==> src/rtl/scaler_ctrl.sv <==
// Framebuffer scaler controller: clears the framebuffer, launches the selected
// scaling engine and forwards its RAM/ROM traffic until done or timeout.
module scaler_ctrl #(
    parameter int CLR_WORDS = 76800,
    parameter int TIMEOUT   = 262143
) (
    input  logic        clk,
    input  logic        reset,
    input  logic [1:0]  seletor,
    input  logic        start,
    output logic [3:0]  eng_start,
    input  logic [3:0]  eng_done,
    input  logic [75:0] eng_rom_addr,
    input  logic [75:0] eng_ram_addr,
    input  logic [31:0] eng_ram_data,
    input  logic [3:0]  eng_wren,
    output logic [18:0] rom_addr,
    output logic [18:0] ram_wraddr,
    output logic [7:0]  ram_data,
    output logic        ram_wren,
    output logic [1:0]  mode,
    output logic        busy,
    output logic        done,
    output logic        fault
);

    typedef enum logic [2:0] {
        S_IDLE,
        S_CLEAR,
        S_LAUNCH,
        S_RUN,
        S_FINISH,
        S_FAULT
    } state_t;

    localparam logic [16:0] CLR_LAST = 17'(CLR_WORDS - 1);
    localparam logic [17:0] TMO_LAST = 18'(TIMEOUT - 1);

    state_t      state, state_nxt;
    logic [16:0] clr_cnt;
    logic [17:0] tmo_cnt;
    logic        pending;
    logic        trigger;

    logic [18:0] sel_rom, sel_ram;
    logic [7:0]  sel_data;
    logic        sel_wren, sel_done;

    logic [18:0] rom_addr_p1, wraddr_p1;
    logic [7:0]  data_p1;
    logic        wren_p1;

    always_comb begin
        sel_rom  = '0;
        sel_ram  = '0;
        sel_data = '0;
        sel_wren = 1'b0;
        sel_done = 1'b0;
        for (int k = 0; k < 4; k++) begin
            if (mode == 2'(k)) begin
                sel_rom  = eng_rom_addr[19*k +: 19];
                sel_ram  = eng_ram_addr[19*k +: 19];
                sel_data = eng_ram_data[8*k +: 8];
                sel_wren = eng_wren[k];
                sel_done = eng_done[k];
            end
        end
    end

    assign trigger = start || (seletor != mode) || pending;

    always_ff @(posedge clk or posedge reset) begin
        if (reset) begin
            state <= S_IDLE;
        end else begin
            state <= state_nxt;
        end
    end

    always_comb begin
        state_nxt = state;
        case (state)
            S_IDLE, S_FINISH, S_FAULT: begin
                if (trigger) state_nxt = S_CLEAR;
            end
            S_CLEAR: begin
                if (clr_cnt == CLR_LAST) state_nxt = S_LAUNCH;
            end
            S_LAUNCH: state_nxt = S_RUN;
            S_RUN: begin
                // completion takes priority over the timeout in the same cycle
                if (sel_done) begin
                    state_nxt = S_FINISH;
                end else if (tmo_cnt == TMO_LAST) begin
                    state_nxt = S_FAULT;
                end
            end
            default: state_nxt = S_IDLE;
        endcase
    end

    always_ff @(posedge clk or posedge reset) begin
        if (reset) begin
            mode    <= 2'b00;
            pending <= 1'b0;
            clr_cnt <= '0;
            tmo_cnt <= '0;
        end else begin
            case (state)
                S_IDLE, S_FINISH, S_FAULT: begin
                    if (trigger) begin
                        mode    <= seletor;
                        clr_cnt <= '0;
                        pending <= 1'b0;
                    end
                end
                S_CLEAR: begin
                    if (seletor != mode) pending <= 1'b1;
                    if (clr_cnt != CLR_LAST) clr_cnt <= clr_cnt + 17'd1;
                end
                S_LAUNCH: begin
                    if (seletor != mode) pending <= 1'b1;
                    tmo_cnt <= '0;
                end
                S_RUN: begin
                    if (seletor != mode) pending <= 1'b1;
                    if (!sel_done) tmo_cnt <= tmo_cnt + 18'd1;
                end
                default: ;
            endcase
        end
    end

    // ---- stage p1: registered framebuffer/ROM port ----
    always_ff @(posedge clk or posedge reset) begin
        if (reset) begin
            rom_addr_p1 <= '0;
            wraddr_p1   <= '0;
            data_p1     <= '0;
            wren_p1     <= 1'b0;
        end else begin
            wren_p1 <= 1'b0;
            if (state == S_CLEAR) begin
                rom_addr_p1 <= '0;
                wraddr_p1   <= {2'b00, clr_cnt};
                data_p1     <= '0;
            end else if (state == S_RUN) begin
                rom_addr_p1 <= sel_rom;
                wraddr_p1   <= sel_ram;
                data_p1     <= sel_data;
                wren_p1     <= sel_wren;
            end
        end
    end

    always_comb begin
        rom_addr   = rom_addr_p1;
        ram_wraddr = wraddr_p1;
        ram_data   = data_p1;
        ram_wren   = 1'b0;
        eng_start  = 4'b0000;
        if (state == S_CLEAR) begin
            rom_addr   = '0;
            ram_wraddr = {2'b00, clr_cnt};
            ram_data   = '0;
            ram_wren   = 1'b1;
        end else if (state == S_RUN) begin
            ram_wren = wren_p1;
        end else if (state == S_LAUNCH) begin
            eng_start = 4'b0001 << mode;
        end
    end

    assign busy  = (state == S_CLEAR) || (state == S_LAUNCH) || (state == S_RUN);
    assign done  = (state == S_FINISH);
    assign fault = (state == S_FAULT);

endmodule

==> config.mk <==
export PLATFORM = sky130hd
export DESIGN_NAME = scaler_ctrl
export DESIGN_NICKNAME = d
export VERILOG_FILES = /design/src/rtl/scaler_ctrl.sv
export SDC_FILE = /design/constraint.sdc
export NUM_CORES = 1
export LEC_CHECK = 0
export CAP_MARGIN = 20
export CORE_ASPECT_RATIO = 1.75
export CORE_UTILIZATION = 38
export CTS_CLUSTER_DIAMETER = 80
export CTS_CLUSTER_SIZE = 20
export DETAILED_ROUTE_END_ITERATION = 10
export HOLD_SLACK_MARGIN = 0.05
export PLACE_DENSITY = 0.74
export SYNTH_ARGS = -nofsm -noshare
export SYNTH_HDL_FRONTEND = slang
export SYNTH_SLANG_ARGS = --single-unit
==> constraint.sdc <==
create_clock -name clk -period 3.2 [get_ports clk]
set_clock_uncertainty 0.15 [all_clocks]
set_input_delay 0.48 -clock clk [delete_from_list [all_inputs] [get_ports clk]]
set_output_delay 0.48 -clock clk [all_outputs]
set_load 0.03 [all_outputs]
==> results of run 1 <==
[stage by stage]
stage               utilization [%]  total power [mW]  std cells
global route                  59.37             4.298        969
global placement              57.26             3.002        953
finish                        59.37             4.081        969
floorplan                         -             2.458        554
detailed placement            57.26             3.050        953
CTS                           59.37             4.123        969
[kinds of logic (layout without fill, tap and decap cells)]
family / after synthesis / after routing / synth area share (%)
flip-flops: 88 / 88 / 38.88
adder cells (fa/ha/maj): 3 / 3 / 0.6628
XOR/XNOR: 14 / 14 / 2.165
multiplexers: 69 / 69 / 22.88
buffers and inverters: 55 / 290 / 3.822
AND/OR/NAND/NOR: 226 / 226 / 19.84
AO/OA/AOI/OAI: 99 / 99 / 11.75
[cell type report]
| type | count | area [µm²] |
|---|---|---|
| Tap cell | 180 | 225.2 |
| Inverter | 10 | 38.79 |
| Timing Repair Buffer | 264 | 2547 |
| Sequential cell | 88 | 2207 |
| Fill cell | 1192 | 5867 |
| Clock buffer | 10 | 239.0 |
| Multi-Input combinational cell | 411 | 3251 |
| Clock inverter | 6 | 66.31 |
[cells in the final DEF (no fill, tap or decap), types with 2 or more instances in the layout]
cell type | netlist | final
nand4_1 | 17 | 17
dfrtp_1 | 88 | 86
mux2_2 | 4 | 4
and2_1 | 31 | 31
o41ai_1 | 2 | 2
a41oi_1 | 2 | 2
xor2_1 | 9 | 9
nand3_1 | 11 | 11
inv_1 | 10 | 9
nor2_1 | 29 | 29
nand3b_1 | 2 | 2
a22o_1 | 29 | 29
nor3b_1 | 3 | 3
mux4_2 | 48 | 48
and4_1 | 2 | 2
buf_12 | 0 | 5
and3_1 | 6 | 6
o22ai_1 | 4 | 4
ha_1 | 3 | 3
inv_6 | 0 | 2
nand2b_2 | 0 | 2
clkbuf_16 | 0 | 9
xnor2_1 | 5 | 5
a31oi_1 | 4 | 4
buf_4 | 0 | 58
nand4b_1 | 3 | 3
a21oi_1 | 10 | 10
o21ai_0 | 39 | 39
mux2i_1 | 17 | 17
clkdlybuf4s50_1 | 0 | 201
nand2_1 | 96 | 96
nor4_1 | 7 | 7
clkinv_2 | 0 | 3
nor3_1 | 4 | 4
o31ai_1 | 3 | 3
or3_1 | 2 | 2
nand2b_1 | 4 | 2
[where the power goes]
group          internal, mW  switching, mW  total (mW)
clock                 0.631          0.440        1.07
sequential             1.27          0.210        1.48
combinational         0.842          0.687        1.53
[flip-flops by register name, indices dropped and copies added, names as in the netlist]
signal / cells
clr_cnt: 17
data_p1: 8
mode: 2
pending: 1
rom_addr_p1: 19
state: 3
tmo_cnt: 18
wraddr_p1: 19
wren_p1: 1
[path summary, 6_finish.rpt]
kind / startpoint / end / slack, ps / cells past startpoint
worst max-delay path: state[0] / fault / 320 / 3
worst min-delay path: tmo_cnt[17] / tmo_cnt[17] / 330 / 1
worst max register to register: mode[0] / tmo_cnt[14] / 570 / 5
worst min register to register: tmo_cnt[17] / tmo_cnt[17] / 330 / 1
max in group asynchronous: reset / mode[1] / 2080 / 3
min in group asynchronous: reset / wraddr_p1[18] / 370 / 3
[routing by layer]
metal	track usage, %	share of wire [%]	wire length [µm]
met5	0	0	0
met4	9.930	3.0	528
met3	4.190	5.6	978
met2	45.42	57	9959
met1	24.53	35	6048
[worst max-delay path, delay by kind of cell, from the launching register on]
kind / cells / cell delay (ps)
flip-flops: 1 / 640
AND/OR/NAND/NOR: 1 / 350
buffers and inverters: 2 / 920
==> results by group, run 1 <==
Critical path
  • Critical-path cell list: inv_1 > nor3b_1 > clkdlybuf4s50_1
  • Crit Path Category: reg2out
  • Crit. End Element: primary output
  • Req. time, crit path: 2570 ps
  • CP Max Fanout: 15
  • Critical-path top delay cell: clkdlybuf4s50_1
  • Max incr delay on CP: 740 ps
  • CP Launch Type: flop
  • Critical Path AT: 2250 ps

Clocking
  • CTS tree: yes
  • Num CTS Buffers: 9
  • Clock Pin Slew Worst Setup and Hold Paths: 60 ps
  • Root Driver: clkbuf_16
  • Max clock buf depth: 2
  • Post-CTS sizing: 0
  • Hold buffers post-CTS: 0
  • Clock insertion delay at the later pin of the skew report: 340 ps
  • CTS Sinks: 88
  • Htree depth: 3
  • Postcts setup bufs: 0

GRT
  • Initial antenna violation count: 0
  • Global-route wire length before repair: 27850 µm
  • Pin count of the biggest net entering global routing: 89
  • Congestion Overflow GR: 0
  • All-layer global routing usage: 23.73%
  • Vias in the first global route: 5702

Flow run
  • # Max-Cap Violations: 0

Status
  • Status: finished clean

Timing
  • Final Hold Viols: 0
  • Min Tclk post-route: 2882 ps
  • Relative slew slack: 49.95%
  • FMAX: 347.0 MHz
  • WHS: 333.8 ps
  • Worst Slack Setup Final: 318.3 ps
  • Max-slew violations: 0
  • Period utilisation layout: 90.05%
  • Final setup viols: 0
  • Worst Tran Pin Value: 750.7 ps
  • Unrepaired setup endpoints after global routing: no
  • Final setup TNS: 0 ps

Finish
  • Final nets: 984
  • Area Overhead vs Synth: 51.38%
  • N_diodes: 0
  • Layout cells sized above 1: 17.87%
  • Fin area: 8574 µm²

Yosys
  • Top post-synthesis cells by area: dfrtp_1 39%, mux4_2 19%, nand2_1 6.4%, a22o_1 4.5%, o21ai_0 3.4%
  • Syn Area/Cell: 10.22 µm²
  • FFs w/ async S/R, synth: 100.0%
  • Unique cell type count in the Yosys netlist: 49
  • Commonest cells post-synth: 96 x nand2_1, 88 x dfrtp_1, 48 x mux4_2
  • Post-synthesis cell area: 5664 µm²
  • Synth warnings: 0
  • #FFs+latches synth: 88
  • Yosys top cell area share: 38.88%
  • Most used flip-flop cell after synthesis: dfrtp_1
  • Syn nets: 754
  • EDFF count, synth: 0
  • Sequential fraction of the synthesis area: 38.88%
  • Count leader, synth: nand2_1
  • Post-synth top area cell: dfrtp_1
  • Mapped Cells: 554

Place
  • Dpl hpwl: 13690 µm
  • Placed Area: 8269 µm²
  • GP Congestion: 0.8330
  • DP Worst Slack: 313.6 ps
  • PortBufs: 252

Routing
  • First drt pass iteration count: 7
  • Total number of vias: 5379
  • Routed Antenna Nets: 0
  • Post-Route WL: 17520 µm
  • DRT iter0 DRCs: 284
  • DRC violations left: 0
  • Number of vias per cell: 5.551
  • Drt wl/cell: 18.08 µm

Floorplanning
  • Rows: 58
  • DIE HEIGHT: 163.5 µm
  • Starting Density: 39.22%
  • Core footprint: 14440 µm²
  • DIE WIDTH: 94.29 µm
  • I/O pin count: 253
  • Die area: 15420 µm²

Pwr
  • Pleak: 3.499 nW
  • Worst vdd ir: 0.0003314 V
  • Pwr dens: 476.0 nW/µm²

Worst hold path
  • HP Class: reg2reg
Note: power is estimated with default switching activity, not from simulation.
==> run 2, diff against run 1 <==
--- a/config.mk
+++ b/config.mk
@@ -16,3 +16,4 @@
 export SYNTH_ARGS = -nofsm -noshare
 export SYNTH_HDL_FRONTEND = slang
 export SYNTH_SLANG_ARGS = --single-unit
+export TNS_END_PERCENT = 50
==> results of run 2 <==
Final layout, timing and power as in run 1 (identical DEF).
==> run 3, diff against run 2 <==
--- a/config.mk
+++ b/config.mk
@@ -13,6 +13,7 @@
 export DETAILED_ROUTE_END_ITERATION = 10
 export HOLD_SLACK_MARGIN = 0.05
 export PLACE_DENSITY = 0.74
+export SETUP_SLACK_MARGIN = 0.4
 export SYNTH_ARGS = -nofsm -noshare
 export SYNTH_HDL_FRONTEND = slang
 export SYNTH_SLANG_ARGS = --single-unit
==> constraint.sdc (replaced) <==
create_clock -name clk -period 3.2 [get_ports clk]
set_clock_uncertainty 0.15 [all_clocks]
set_input_delay 0.64 -clock clk [delete_from_list [all_inputs] [get_ports clk]]
set_output_delay 0.64 -clock clk [all_outputs]
set_load 0.03 [all_outputs]
==> results by group, run 3 (synthesis gave the netlist of run 1 again) <==
Critical path
  • Crit Path Category: reg2out
  • Critical Path Start: state[2]
  • Worst R2R End: tmo_cnt[14]
  • Reg2reg start: mode[0]
  • Worst Setup EP: ram_wren
  • Req. time, crit path: 2410 ps (-160 ps)
  • Max incr delay on CP: 730 ps (about the same)
  • CP Max Fanout: 10 (-5)
  • Critical Path AT: 1940 ps (-310 ps)
  • CP Launch Type: flop
  • Critical-path cell list: nand2b_2 > a21oi_1 > clkdlybuf4s50_1
  • Critical-path top delay cell: clkdlybuf4s50_1
  • WP depth: 3 (unchanged)
  • R2R depth: 5 (unchanged)
  • R2r setup slk: 650 ps (+80 ps)
  • Buf+Inv Stages, Crit Path: 1 (-1)
  • Crit path max-delay family: buffers and inverters
  • Crit. End Element: primary output

Place
  • DP Worst Slack: 154.9 ps (-158.7 ps)
  • PortBufs: 252 (unchanged)
  • GP Congestion: 0.8217 (-1.4%)
  • Dpl hpwl: 14020 µm (+2.4%)

GRT
  • Initial antenna violation count: 0 (unchanged)
  • All-layer global routing usage: 23.84% (+0.12 points)
  • Congestion Overflow GR: 0 (unchanged)
  • Pin count of the biggest net entering global routing: 45 (-49%)
  • Vias in the first global route: 5815 (+2.0%)
  • Global-route wire length before repair: 28320 µm (+1.7%)

Pwr
  • Pleak: 3.543 nW (+1.3%)
  • Sw frac: 32.40% (-0.37 points)
  • Total power: 4.150 mW (+1.7%)
  • Power share of the combinational group: 37.0% (-0.5 points)
  • Seq pwr share: 35.9% (-0.4 points)
  • Worst vdd ir: 0.0002619 V (-21%)
  • Pwr dens: 479.6 nW/µm² (+0.76%)
  • Internal power: 2.805 mW (+2.2%)
  • Net load switching power: 1.345 mW (+0.52%)
  • Clock share of power: 27.1% (+0.9 points)

Floorplanning
  • Starting Density: 39.22% (unchanged)
  • Core footprint: 14440 µm² (unchanged)
  • I/O pin count: 253 (unchanged)
  • Die area: 15420 µm² (unchanged)
  • DIE WIDTH: 94.29 µm (unchanged)
  • Rows: 58 (unchanged)
  • DIE HEIGHT: 163.5 µm (unchanged)

Timing
  • Final setup TNS: 0 ps (unchanged)
  • Worst Tran Pin Value: 684.6 ps (-66.14 ps)
  • Unrepaired setup endpoints after global routing: yes
  • Period utilisation layout: 85.20% (-4.9 points)
  • Final Hold Viols: 0 (unchanged)
  • Max-slew violations: 0 (unchanged)
  • Final setup viols: 0 (unchanged)
  • FMAX: 366.8 MHz (+5.7%)
  • Min Tclk post-route: 2726 ps (-155.2 ps)
  • Worst Slack Setup Final: 473.5 ps (+155.2 ps)
  • Relative slew slack: 54.26% (+4.3 points)

Clocking
  • Clock insertion delay at the later pin of the skew report: 340 ps (about the same)
  • Num CTS Buffers: 9 (unchanged)
  • Hold buffers post-CTS: 0 (unchanged)
  • Htree depth: 3 (unchanged)
  • CTS Sinks: 88 (unchanged)
  • Clock Pin Slew Worst Setup and Hold Paths: 60 ps (about the same)
  • Root Driver: clkbuf_16
  • Max clock buf depth: 2 (unchanged)
  • CTS tree: yes

Routing
  • Total number of vias: 5434 (+1.0%)
  • Post-Route WL: 17910 µm (+2.3%)
  • Number of vias per cell: 5.568 (+0.30%)
  • DRC violations left: 0 (unchanged)
  • Routed Antenna Nets: 0 (unchanged)
  • First drt pass iteration count: 4 (-3)
  • Drt wl/cell: 18.35 µm (+1.5%)
  • DRT iter0 DRCs: 227 (-20%)

Finish
  • Most frequent cells in the layout: 200 x clkdlybuf4s50_1, 96 x nand2_1, 85 x dfrtp_1
  • Final nets: 991 (+0.71%)
  • Most common cell after layout, fill and taps aside: clkdlybuf4s50_1
  • N_diodes: 0 (unchanged)
  • Finished Core Util: 59.91% (+0.54 points)
  • Top Registers: rom_addr_p1 x19, wraddr_p1 x19, tmo_cnt x18
  • Layout cells sized above 1: 18.72% (+0.85 points)
  • Area Overhead vs Synth: 52.75%

Status
  • Status: finished clean

Worst hold path
  • HP Class: reg2reg

Flow run
  • # Max-Cap Violations: 0 (unchanged)
run 3: changes by cell type in the layout (fill, tap and decap cells not counted), sizes merged:
cell	delta
buf	+7
bufinv	+1
clkbuf	-1
clkdlybuf4s50	-1
clkinv	-1
clkinvlp	+2
dlymetal6s2s	+1
inv	-1
run 3: what timing repair did:
| item | CTS | global route |
|---|---|---|
| gates cloned | 0 | 0 |
| pin swaps | 0 | 0 |
| setup buffers | 0 | 0 |
| gates resized for setup | 1 | 2 |
| endpoints found under the setup margin | 8 | 23 |
run 3: how the worst min path moves through the flow:
| stage | from | end | slack (ps) | depth (start not counted) |
|---|---|---|---|---|
| 2_1_floorplan | tmo_cnt[17] | tmo_cnt[17] | 290 | 1 |
| 3_3_place_gp | wraddr_p1[15] | wraddr_p1[15] | 310 | 2 |
| 3_5_place_dp | wraddr_p1[11] | wraddr_p1[11] | 320 | 2 |
| 4_1_cts | wraddr_p1[11] | wraddr_p1[11] | 330 | 2 |
| 5_1_grt | rom_addr_p1[9] | rom_addr_p1[9] | 360 | 1 |
| 6_report | wraddr_p1[11] | wraddr_p1[11] | 330 | 2 |
run 3: power by group through the flow:
| stage | clock network, mW | logic [mW] | registers (mW) |
|---|---|---|---|
| finish | 1.13 | 1.53 | 1.49 |
| global route | 1.19 | 1.66 | 1.52 |
| CTS | 1.15 | 1.56 | 1.48 |
| detailed placement | 0 | 1.55 | 1.50 |
| global placement | 0 | 1.52 | 1.49 |
| floorplan | 0 | 1.05 | 1.41 |
run 3: worst reg2reg max path, cell delays in order, from the launching register on:
cell	delay, ps
dfrtp_4	540
mux4_2	640
or4_4	590
nand2b_4	170
o311ai_2	250
o41ai_1	110
run 3: routing by layer:
metal / share of wire [%] / vias to the layer above / GRT usage, %
li1: - / 2520 / -
met1: 34 / 2633 / 25.28
met2: 58 / 245 / 45.78
met3: 5.7 / 36 / 3.538
met4: 2.7 / 0 / 9.231
met5: 0 / - / 0
run 3: final cells by class:
cell class / count / area (µm²)
Clock inverter: 7 / 95.09
Clock buffer: 9 / 225.2
Multi-Input combinational cell: 411 / 3251
Timing Repair Buffer: 271 / 2606
Inverter: 10 / 41.29
Fill cell: 1208 / 5789
Sequential cell: 88 / 2208
Tap cell: 180 / 225.2
run 3: through the flow:
step	hold WS, ps	instances	area [µm²]
2_1_floorplan	292.4	554	5668
3_3_place_gp	311.4	960	8324
3_5_place_dp	319.9	960	8324
4_1_cts	334.0	976	8648
5_1_grt	361.5	976	8652
6_report	329.1	976	8652
==> RTL change: new RTL, settings of run 2 <==
Add an input register stage for `eng_rom_addr`, without a reset; this delays it by one clock. The other inputs are not delayed to match.
--- a/src/rtl/scaler_ctrl.sv
+++ b/src/rtl/scaler_ctrl.sv
@@ -37,4 +37,10 @@
     localparam logic [17:0] TMO_LAST = 18'(TIMEOUT - 1);
 
+    logic [75:0] eng_rom_addr_q;
+
+    always_ff @(posedge clk) begin
+        eng_rom_addr_q <= eng_rom_addr;
+    end
+
     state_t      state, state_nxt;
     logic [16:0] clr_cnt;
@@ -59,5 +65,5 @@
         for (int k = 0; k < 4; k++) begin
             if (mode == 2'(k)) begin
-                sel_rom  = eng_rom_addr[19*k +: 19];
+                sel_rom  = eng_rom_addr_q[19*k +: 19];
                 sel_ram  = eng_ram_addr[19*k +: 19];
                 sel_data = eng_ram_data[8*k +: 8];
Behaviour: same outputs for any inputs over 10 cycles, from zero or initial values and one cycle with reset high; that may be too few to reach the edited logic, so the function may still have changed.
==> RTL change against run 2 <==
  * First-iteration DRC count fell by 42%
  * Total power grew 58%
  * Largest cell class is now flip-flops and latches
  * Utilization shrank 2.5 points
  * Global-route usage decreased by 1.2 points
  * Routed wire length increased by 24%
  * Synthesized area increased by 28%
  * Final area up 24%
  * Sequential cell count increased by 76
  * Setup slack worse by 0.17 ns
  * Clock power grew 91%
==> RTL change: results (changes against run 2) <==
## Synth
- sky130_fd_sc_hd__dfrtp_1 30%, sky130_fd_sc_hd__dfxtp_1 21%, sky130_fd_sc_hd__mux4_2 15% — biggest area contributors in the synthesized netlist, was sky130_fd_sc_hd__dfrtp_1 39%, sky130_fd_sc_hd__mux4_2 19%, sky130_fd_sc_hd__nand2_1 6.4%
- sky130_fd_sc_hd__dfrtp_1 — most frequently used cell type in the post-synthesis netlist, was sky130_fd_sc_hd__nand2_1
- 88 x sky130_fd_sc_hd__dfrtp_1, 76 x sky130_fd_sc_hd__dfxtp_1, 50 x sky130_fd_sc_hd__nand2_1 — synth cell count leaders, was 96 x sky130_fd_sc_hd__nand2_1, 88 x sky130_fd_sc_hd__dfrtp_1, 48 x sky130_fd_sc_hd__mux4_2
- 51 — distinct cell type count of the synthesized netlist, was 49
- 0.512 — Seq/Total Area, Yosys, was 0.389

## Global route
- 40 — maximum number of pins on one net before global-route repair, was 89
- 0.0517 — met3 routing resource usage after global routing, was 0.0419
- 6278 — number of global-route vias before repair, was 5702
- 2 — antenna violations before repair, was 0
- 0.225 — GR Util All Layers, was 0.237

## Worst hold path
- in2async — type of the most critical hold path, was reg2reg

## CTS
- 17 — number of clock buffers inserted by TritonCTS, was 9
- 0.42 ns — insertion delay to the later sink of the worst-skew pair, was 0.34 ns
- 4 — htree depth, was 3

## Placed design
- 16300 um — estimated wirelength of the detail-placed design, was 13700 um
- 0.835 — Routability Congestion, was 0.833
- 1061 — number of cells in the design after placement, was 953
- 0.337 ns — worst-case setup slack after placement, was 0.314 ns

## STA
- 0.952 — Final period util, was 0.901
- 0.520 — Max transition margin, was 0.500
- 0.291 ns — final-layout worst hold slack, was 0.334 ns

## Routing
- 5917 — total via count after detailed routing, was 5379
- 164 — DRC marker count from the first detailed-route iteration, was 284
- 19.8 um — per-cell routed wire length, was 18.1 um
- 5.41 — average vias per placed instance, was 5.55

## Power and ir drop
- 4.25 nW — Leak Pwr, was 3.50 nW
- 450 uV — maximum vdd ir drop, was 331 uV
- 0.296 — Switching Fraction, was 0.328

## Status
- finished, final reports clean — outcome, unchanged

## Setup path
- 20 — CP max FO, was 15
- 0.67 ns — slack of the worst reg-to-reg path, was 0.57 ns

## Finish
- eng_rom_addr_q (76), rom_addr_p1 (19), wraddr_p1 (19) — top flop regs, was rom_addr_p1 (19), wraddr_p1 (19), tmo_cnt (18)
- 1616 — count of filler cells inserted in the layout, was 1192
- 0.191 — share of layout cells above drive strength 1, was 0.179
- 1042 — net count reported at finish, was 984

==> RTL change: cell count changes after synthesis, sizes merged, moves of 6 or more <==
cell | run 2 | this run
dfxtp | 0 | 76
nand2 | 96 | 50
nor2 | 29 | 13
mux2 | 4 | 17
o21ai | 40 | 28
nand4 | 17 | 7
nand3 | 11 | 20
or4 | 2 | 10
mux2i | 17 | 24
a21oi | 10 | 16
clkbuf | 33 | 27
inv | 10 | 4
or3 | 2 | 8
xor2 | 9 | 3
==> RTL change: cell type report <==
type | instances | area share
flip-flops and latches | 164 | 0.351
multi-input cells | 383 | 0.317
repair buffers | 272 | 0.245
clock buffers | 27 | 0.0536
well taps | 238 | 0.0281
clock inverters | 4 | 0.00248
inverters | 4 | 0.00153
diodes | 2 | 0.000471
==> RTL change: logic make-up (layout without fill, tap and decap cells) <==
group	after synthesis	after routing	share of synthesized area
AO/OA/AOI/OAI	103	103	0.0998
XOR/XNOR	8	8	0.00964
adder cells (fa/ha/maj)	3	3	0.00516
buffers and inverters	48	307	0.0267
flip-flops	164	164	0.512
multiplexers	89	89	0.208
other	0	2	0
AND/OR/NAND/NOR	180	180	0.139
==> RTL change: final timing paths <==
| kind | start | end |
|---|---|---|
| max | state[0] | ram_wraddr[6] |
| min | reset | state[2] |
| max reg2reg | state[1] | clr_cnt[7] |
| min reg2reg | wraddr_p1[9] | wraddr_p1[9] |
| max in group asynchronous | reset | wraddr_p1[0] |
| min in group clk | wraddr_p1[9] | wraddr_p1[9] |
==> RTL change: metrics by stage <==
stage / instance area, um^2 / total power, W
floorplan: 7270 / 0.00374
global placement: 10000 / 0.00445
detailed placement: 10000 / 0.00449
CTS: 10600 / 0.00653
global route: 10600 / 0.00675
finish: 10600 / 0.00645
==> RTL change: routing by layer <==
layer  vias to the layer above  part of all wire
li1                       2746                 -
met1                      2912              0.36
met2                       207              0.55
met3                        52             0.050
met4                         0             0.042
met5                         -                 0
==> RTL change: power groups by stage <==
stage / sequential (W) / combinational [W] / clock [W]
final: 0.00245 / 0.00196 / 0.00204
after global routing: 0.00247 / 0.00211 / 0.00216
after CTS: 0.00245 / 0.00200 / 0.00207
after detailed placement: 0.00249 / 0.00200 / 0
after global placement: 0.00248 / 0.00197 / 0
after floorplan: 0.00241 / 0.00133 / 0
